[config.mk]
export PLATFORM = sky130hd
export DESIGN_NAME = axis_len_stripper
export DESIGN_NICKNAME = d
export VERILOG_FILES = /design/src/rtl/axis_len_pkg.sv /design/src/rtl/axis_skid_buffer.sv /design/src/rtl/axis_len_stripper.sv
export SDC_FILE = /design/constraint.sdc
export NUM_CORES = 1
export LEC_CHECK = 0
export BUFFER_PORTS_ARGS = -buffer_cell sky130_fd_sc_hd__buf_2
export CAP_MARGIN = 20
export CORE_MARGIN = 5
export CORE_UTILIZATION = 51
export DETAILED_ROUTE_END_ITERATION = 6
export PLACE_DENSITY = 0.77
export SLEW_MARGIN = 20
export SYNTH_ARGS = -nofsm -noshare
export SYNTH_HDL_FRONTEND = slang
export SYNTH_SLANG_ARGS = --single-unit
[constraint.sdc]
create_clock -name clk -period 2.2 [get_ports clk]
set_input_delay 0.22 -clock clk [delete_from_list [all_inputs] [get_ports clk]]
set_output_delay 0.22 -clock clk [all_outputs]
set_load 0.02 [all_outputs]
[src/rtl/axis_len_pkg.sv]
// Shared header format and FSM state encoding for the length-framed AXI-Stream blocks.
// Also used by the length-prepending packetiser.
package axis_len_pkg;

    localparam int unsigned DATA_W  = 64;
    localparam int unsigned ID_MSB  = 63;
    localparam int unsigned ID_LSB  = 56;
    localparam int unsigned LEN_MSB = 15;
    localparam int unsigned LEN_LSB = 0;
    localparam int unsigned ID_W    = ID_MSB - ID_LSB + 1;
    localparam int unsigned LEN_W   = LEN_MSB - LEN_LSB + 1;
    localparam int unsigned RSVD_W  = ID_LSB - LEN_MSB - 1;

    typedef enum logic [1:0] {
        HDR  = 2'd0,
        PAY  = 2'd1,
        DROP = 2'd2
    } state_e;

    typedef struct packed {
        logic [ID_W-1:0]   id;
        logic [RSVD_W-1:0] rsvd;
        logic [LEN_W-1:0]  len;
    } header_t;

    // One stream beat as carried through the output skid buffer.
    typedef struct packed {
        logic              last;
        logic [DATA_W-1:0] data;
    } beat_t;

    function automatic header_t make_header(input logic [ID_W-1:0] id,
                                            input logic [LEN_W-1:0] len);
        header_t h;
        h      = '0;
        h.id   = id;
        h.len  = len;
        return h;
    endfunction

    function automatic logic len_in_range(input logic [LEN_W-1:0] len,
                                          input int unsigned max_len);
        return (len != '0) && (32'(len) <= max_len);
    endfunction

endpackage

[src/rtl/axis_skid_buffer.sv]
// Two-entry skid buffer: fully registered output, ready derived from a flop.
module axis_skid_buffer
    import axis_len_pkg::*;
(
    input  logic  clk,
    input  logic  rst,
    input  beat_t in_beat,
    input  logic  in_valid,
    output logic  in_ready,
    output beat_t out_beat,
    output logic  out_valid,
    input  logic  out_ready
);

    beat_t skid_beat;
    logic  skid_valid;

    assign in_ready = ~skid_valid;

    // Main register refills from the skid entry first so ordering is preserved.
    always_ff @(posedge clk) begin
        if (rst) begin
            out_valid  <= 1'b0;
            out_beat   <= '0;
            skid_valid <= 1'b0;
            skid_beat  <= '0;
        end else if (!out_valid || out_ready) begin
            if (skid_valid) begin
                out_beat   <= skid_beat;
                out_valid  <= 1'b1;
                skid_valid <= 1'b0;
            end else begin
                out_valid <= in_valid;
                if (in_valid) begin
                    out_beat <= in_beat;
                end
            end
        end else if (in_valid && !skid_valid) begin
            skid_beat  <= in_beat;
            skid_valid <= 1'b1;
        end
    end

endmodule

[src/rtl/axis_len_stripper.sv]
// Strips a length header from a 64-bit AXI-Stream and enforces the declared payload length.
// Error/packet counters are built only when AXIS_LEN_STRIP_STATS_EN is defined.
module axis_len_stripper
    import axis_len_pkg::*;
#(
    parameter logic [ID_W-1:0] ID          = 8'hF0,
    parameter int unsigned     MAX_PKT_LEN = 64,
    parameter int unsigned     CNT_WIDTH   = 16
) (
    input  logic                 clk,
    input  logic                 rst,
    input  logic                 ena,
    input  logic                 clear_counters,
    input  logic [DATA_W-1:0]    in_tdata,
    input  logic                 in_tvalid,
    input  logic                 in_tlast,
    output logic                 in_tready,
    output logic [DATA_W-1:0]    out_tdata,
    output logic                 out_tvalid,
    output logic                 out_tlast,
    input  logic                 out_tready,
    output logic [31:0]          pkt_count,
    output logic [CNT_WIDTH-1:0] err_id,
    output logic [CNT_WIDTH-1:0] err_len,
    output logic [CNT_WIDTH-1:0] err_short,
    output logic [CNT_WIDTH-1:0] err_long
);

    state_e           state;
    state_e           state_nxt;
    logic [LEN_W-1:0] cnt;
    logic [LEN_W-1:0] cnt_nxt;
    header_t          hdr;
    logic             ready_c;
    logic             buf_valid;
    logic             buf_ready;
    logic             buf_last;
    beat_t            buf_in;
    beat_t            buf_out;
    logic             inc_pkt;
    logic             inc_id;
    logic             inc_len;
    logic             inc_short;
    logic             inc_long;
    logic             unused_rsvd;

    assign hdr         = header_t'(in_tdata);
    assign unused_rsvd = ^hdr.rsvd;
    assign in_tready   = ready_c & ~rst;

    always_ff @(posedge clk) begin
        if (rst) begin
            state <= HDR;
            cnt   <= '0;
        end else begin
            state <= state_nxt;
            cnt   <= cnt_nxt;
        end
    end

    always_comb begin
        state_nxt = state;
        cnt_nxt   = cnt;
        ready_c   = 1'b0;
        buf_valid = 1'b0;
        buf_last  = 1'b0;
        inc_pkt   = 1'b0;
        inc_id    = 1'b0;
        inc_len   = 1'b0;
        inc_short = 1'b0;
        inc_long  = 1'b0;
        case (state)
            HDR: begin
                ready_c = ena;
                if (in_tvalid && ena) begin
                    if (hdr.id != ID) begin
                        inc_id    = 1'b1;
                        state_nxt = in_tlast ? HDR : DROP;
                    end else if (!len_in_range(hdr.len, MAX_PKT_LEN)) begin
                        inc_len   = 1'b1;
                        state_nxt = in_tlast ? HDR : DROP;
                    end else if (in_tlast) begin
                        inc_short = 1'b1;
                    end else begin
                        cnt_nxt   = hdr.len;
                        state_nxt = PAY;
                    end
                end
            end
            PAY: begin
                ready_c   = buf_ready;
                buf_valid = in_tvalid;
                if (in_tvalid && buf_ready) begin
                    cnt_nxt = cnt - LEN_W'(1);
                    if (in_tlast) begin
                        buf_last  = 1'b1;
                        state_nxt = HDR;
                        if (cnt == LEN_W'(1)) begin
                            inc_pkt = 1'b1;
                        end else begin
                            inc_short = 1'b1;
                        end
                    end else if (cnt == LEN_W'(1)) begin
                        // Declared length reached but the frame goes on: close it, drop the rest.
                        buf_last  = 1'b1;
                        inc_long  = 1'b1;
                        state_nxt = DROP;
                    end
                end
            end
            DROP: begin
                ready_c = 1'b1;
                if (in_tvalid && in_tlast) begin
                    state_nxt = HDR;
                end
            end
            default: begin
                state_nxt = HDR;
            end
        endcase
    end

    assign buf_in = '{last: buf_last, data: in_tdata};

    axis_skid_buffer u_skid (
        .clk       (clk),
        .rst       (rst),
        .in_beat   (buf_in),
        .in_valid  (buf_valid),
        .in_ready  (buf_ready),
        .out_beat  (buf_out),
        .out_valid (out_tvalid),
        .out_ready (out_tready)
    );

    assign out_tdata = buf_out.data;
    assign out_tlast = buf_out.last;

`ifdef AXIS_LEN_STRIP_STATS_EN
    // Saturating counters; clear wins over a same-cycle increment.
    always_ff @(posedge clk) begin
        if (rst || clear_counters) begin
            pkt_count <= '0;
            err_id    <= '0;
            err_len   <= '0;
            err_short <= '0;
            err_long  <= '0;
        end else begin
            if (inc_pkt && pkt_count != '1) begin
                pkt_count <= pkt_count + 32'd1;
            end
            if (inc_id && err_id != '1) begin
                err_id <= err_id + CNT_WIDTH'(1);
            end
            if (inc_len && err_len != '1) begin
                err_len <= err_len + CNT_WIDTH'(1);
            end
            if (inc_short && err_short != '1) begin
                err_short <= err_short + CNT_WIDTH'(1);
            end
            if (inc_long && err_long != '1) begin
                err_long <= err_long + CNT_WIDTH'(1);
            end
        end
    end
`else
    logic unused_stats;

    assign unused_stats = ^{clear_counters, inc_pkt, inc_id, inc_len, inc_short, inc_long};
    assign pkt_count    = '0;
    assign err_id       = '0;
    assign err_len      = '0;
    assign err_short    = '0;
    assign err_long     = '0;
`endif

endmodule

# Word-level counts from Yosys, hierarchy flattened
# Index checks and enable logic that the tools add are counted.
# totals
register_bits	150
in_bits	71
out_inout_bits	163
word_cells	68
# op_classes
add_sub_neg	1
order_cmp	1
eq_ne	12
n_mux	25
bitwise_logic	4
reduce_logical	17
# op_table
cell	n
$mux 65	2
$mux 16	5
$pmux 16 s2	1
$mux 2	9
$eq 16x1->1 const B	1
$le 16x7->1 const B	1
$reduce_bool 16->1	1
$sub 16x1->16 const B	1
$ne 2x2->1 const B	6
$ne 8x8->1 const B	1
$mux 1	6
$pmux 2 s3	1
$reduce_and 6->1	1
$logic_and 1x1->1	5
$reduce_and 5->1	1
$ne 4x4->1 const B	1
$reduce_and 2->1	2
$reduce_bool 2->1	2
$ne 3x3->1 const B	1
$not 1->1	3
$pmux 1 s3	1
$eq 2x1->1 const B	1
$eq 2x2->1 const B	1
$logic_not 1->1	2
other kinds (4)	4

# Depth between registers and ports, before layout
# depth
word_depth	7
depth_mapped	8
depth_no_buf	7

# Hierarchy
# From an unflattened synthesis, not the netlist that was laid out.
# unflattened
hier_cells	866
hier_area_um2	7699.9
# modules_own_cells
mod	n_inst	cells_per_inst	area_each_um2
axis_skid_buffer	1	590	5544.1
axis_len_stripper	1	276	2155.8

# Worst setup path after synthesis
# Ideal clock, no wire load.
# synth_path
path_type	reg2reg
start	register cnt[2]
end	register cnt[13]
arrival_time_ps	1838
required_time_ps	2068
setup_slack_ps	230
stages_incl_launch_ff	7
n_path_buf	1
period_less_slack_ps	1970
cell_sequence	dfxtp_1 -> or4_1 -> buf_2 -> or4b_4 -> o21a_1 -> o21ai_1 -> a21oi_1
# synth_between
elab_chain_len	3
# synth_rtl
element	line_no	text
start: declaration	axis_len_stripper.sv:31	logic [LEN_W-1:0] cnt;
start signal: assignment	axis_len_stripper.sv:57	cnt <= cnt_nxt;
$sub 16x1->16	axis_len_stripper.sv:94	cnt_nxt = cnt - LEN_W'(1);
$mux 16	axis_len_stripper.sv:93	if (in_tvalid && buf_ready) begin
$pmux 16 s2	axis_len_stripper.sv:72	case (state)
# Every way passes these cells. The select of a mux whose other input is x is not followed.
# A chain may end at the register's enable or synchronous reset.

# Final worst setup path
# layout_path
start	register cnt[3]
end	register cnt[13]
# Same word-level chain as after synthesis.

==> run summary <==
P_leak -> 3.22 nW
clk buf depth -> 2
detailed-route via count -> 5952
# Max-Cap Violations -> 0
clock root cell -> clkbuf_16
Synth Instances -> 860
WHS Path Cells -> 3
layout cell share with drive strength beyond 1 -> 19.8%
RSZ-0062 raised after global routing -> no
Post-Layout Cell Count -> 1166
total power -> 0.00598 W
# setup viols final -> 0
post-synthesis cell type count -> 54
WL/cell -> 14.1 µm
Die ar. -> 0.0164 mm²
switching part of the total -> 22.5%
WS Path Type -> reg -> reg
Critical Path RT -> 2.54 ns
Die Wd -> 128 µm
Post-synth ARST share -> 0%
Min-Delay Path Class -> in -> reg
Crit path arrival time -> 2.32 ns
total track usage -> 19.0%
CTS clock-pin slew for the worst setup and hold paths -> 0.06 ns
Cells after DPL -> 1136
nets@finish -> 1048
Seq pwr share -> 45.4%
Synth Warn # -> 0
Post-synth EDFFs -> 0
skew final -> 0.00723 ns
Least-Margin Pin Slew -> 0.804 ns
clock power share -> 48.3%
Seq/Total Area, Yosys -> 42.1%
Worst VDD drop -> 0.000411 V
Core Region -> 0.0138 mm²
I/O pin cnt -> 234
internal cell power -> 0.00464 W
Die Ht -> 128 µm
TNS Setup -> 0 ns
Final Max Tran Viols -> 0
Initial Utilization -> 51.7%
largest net degree at the start of global routing -> 85
cts repair resizes -> 0
crit path capture type -> flop
Skew-Pair Late Insertion Delay -> 0.41 ns
GRT Residual Overflow -> 0
htree depth -> 4
Final Hold Vio Count -> 0
post-synthesis register bit count -> 150
Num CTS Buffers -> 17
FP Rows -> 43
final worst setup slack -> 0.216 ns
clock sink count -> 150
Tmin final -> 1.98 ns
number of DRC markers in iteration 0 -> 395
Setup WS pre-CTS -> 0.238 ns
Port Buffer Count -> 136
critical path fanouts, max -> 5
antenna violations before repair -> 0
P&R area growth vs syn -> 15.9%
normalized max-slew margin -> 46.4%
Initial DRT Pass Iterations -> 5
Tcrit/Tclk final -> 90.2%
setup bufs post-CTS -> 0
Via density -> 5.10
# DRC -> 0
Synth Area per Inst -> 8.28 µm²
CTS tree -> done
combinational share of power -> 6.3%
final wirelength -> 16500 µm
RD Place Congestion -> 0.847
n_diodes -> 0
synthesized cell area -> 0.00712 mm²
Max Freq -> 0.504 GHz
first-pass GRT wire length -> 25200 µm
Reg2Reg Depth -> 5
Switch Pwr -> 0.00134 W
status -> finished clean
Post-DP HPWL -> 11500 µm
Layout fillers -> 1273
vias in the first global route -> 5080
CTS Hold Bufs -> 0
Cell Pwr Density -> 725 mW/mm²
Startpoint Class -> flop
Synth Flop Type -> dfxtp_1
post-route ant nets -> 0
layout make-up:
type | instances | area, µm² | share of cell area (%)
clock buffers | 22 | 464 | 5.62
clock inverters | 8 | 125 | 1.52
inverters | 3 | 11.3 | 0.136
multi-input cells | 644 | 3520 | 42.6
flip-flops and latches | 150 | 3010 | 36.4
well taps | 180 | 225 | 2.73
repair buffers | 159 | 906 | 11.0
power groups by stage:
stage,combinational (W),sequential (W),clock (W)
2_1_floorplan,0.000376,0.00278,0
3_3_place_gp,0.000367,0.00278,0
3_5_place_dp,0.000368,0.00278,0
4_1_cts,0.000369,0.00272,0.00295
5_1_grt,0.000405,0.00272,0.00309
6_report,0.000375,0.00272,0.00289
flip-flops by register name, summed over array words and instances, names as in the netlist:
signal and count:
cnt 16, state 2, u_skid.out_beat 65, u_skid.out_valid 1
u_skid.skid_beat 65, u_skid.skid_valid 1
placed cells by master (no fill, tap or decap), types with 2 or more instances in the layout:
cell type / instances
nand2_1: 151
dfxtp_1: 149
buf_2: 135
conb_1: 96
a21oi_1: 87
nor2_1: 81
a211oi_1: 68
mux2i_1: 64
buf_4: 20
clkbuf_16: 17
nor3_1: 11
o21ai_1: 10
nor4_1: 7
nor2b_1: 5
o21ai_0: 5
a311oi_1: 4
buf_12: 4
inv_1: 3
nor3b_1: 3
o21a_1: 3
a31o_1: 3
clkbuf_1: 3
bufinv_16: 3
nand2b_1: 2
and3_1: 2
nor4b_1: 2
a21o_1: 2
a211o_1: 2
nand3_1: 2
or3_1: 2
nand4_1: 2
o31ai_1: 2
ha_1: 2
clkinv_4: 2
clkinv_2: 2
clkbuf_8: 2
logic make-up (layout without fill, tap and decap cells):
| group | after synthesis | count (layout) | synth area share [%] |
|---|---|---|---|
| AOI/OAI and AO/OA | 197 | 197 | 17.6 |
| xor gates and xnor gates | 1 | 1 | 0.123 |
| adders and majority gates | 2 | 2 | 0.351 |
| other | 1 | 96 | 0.0526 |
| DFF | 150 | 150 | 42.1 |
| and+or+nand+nor | 284 | 284 | 17.2 |
| muxes | 64 | 64 | 8.99 |
| buffers and inverters | 161 | 192 | 13.6 |
through the flow:
step | hold slack, ns | util (%) | instance area (µm²)
2_1_floorplan | 0.356 | - | 7480
3_3_place_gp | 0.441 | 55.7 | 7670
3_5_place_dp | 0.446 | 55.7 | 7670
4_1_cts | 0.0375 | 60.0 | 8260
5_1_grt | 0.0434 | 60.0 | 8260
6_report | 0.0537 | 60.0 | 8260
cell usage after synthesis, drive strengths merged, types with 3 or more instances:
| library cell | count | area [µm²] |
|---|---|---|
| buf | 104 | 756 |
| nor2b | 5 | 31.3 |
| o21ai | 15 | 75.1 |
| o21a | 3 | 22.5 |
| dfxtp | 150 | 3000 |
| nor2 | 83 | 314 |
| a21oi | 87 | 435 |
| clkbuf | 54 | 203 |
| nand2 | 152 | 571 |
| nor3b | 4 | 41.3 |
| mux2i | 64 | 641 |
| inv | 3 | 11.3 |
| a31o | 3 | 26.3 |
| a211oi | 68 | 510 |
| nor4 | 8 | 56.3 |
| nor3 | 11 | 55.1 |
| a311oi | 4 | 35.0 |
layer usage:
metal / up-vias / global-route usage, % / share of wire, %
li1: 3029 / - / -
met1: 2728 / 24.9 / 43
met2: 178 / 30.6 / 49
met3: 17 / 4.79 / 6.8
met4: 0 / 6.49 / 1.5
met5: - / 0 / 0
critical path, stage by stage (launching register included):
cell     delay (ns)
dfxtp_1        0.34
or4_1          0.56
or4b_4         0.55
nor4_1         0.20
o21ai_1        0.12
a21oi_1        0.13
final timing paths:
path | slack [ns] | start | end
worst max register to register | 0.22 | cnt[3]$_SDFFE_PP0P_ | cnt[13]$_SDFFE_PP0P_
worst min-delay path | 0.05 | in_tdata[25] | u_skid.skid_beat[25]$_SDFFE_PP0P_
worst min register to register | 0.45 | u_skid.skid_beat[28]$_SDFFE_PP0P_ | u_skid.skid_beat[28]$_SDFFE_PP0P_
worst max-delay path | 0.22 | cnt[3]$_SDFFE_PP0P_ | cnt[13]$_SDFFE_PP0P_
Power figures use the tool's default switching activity.
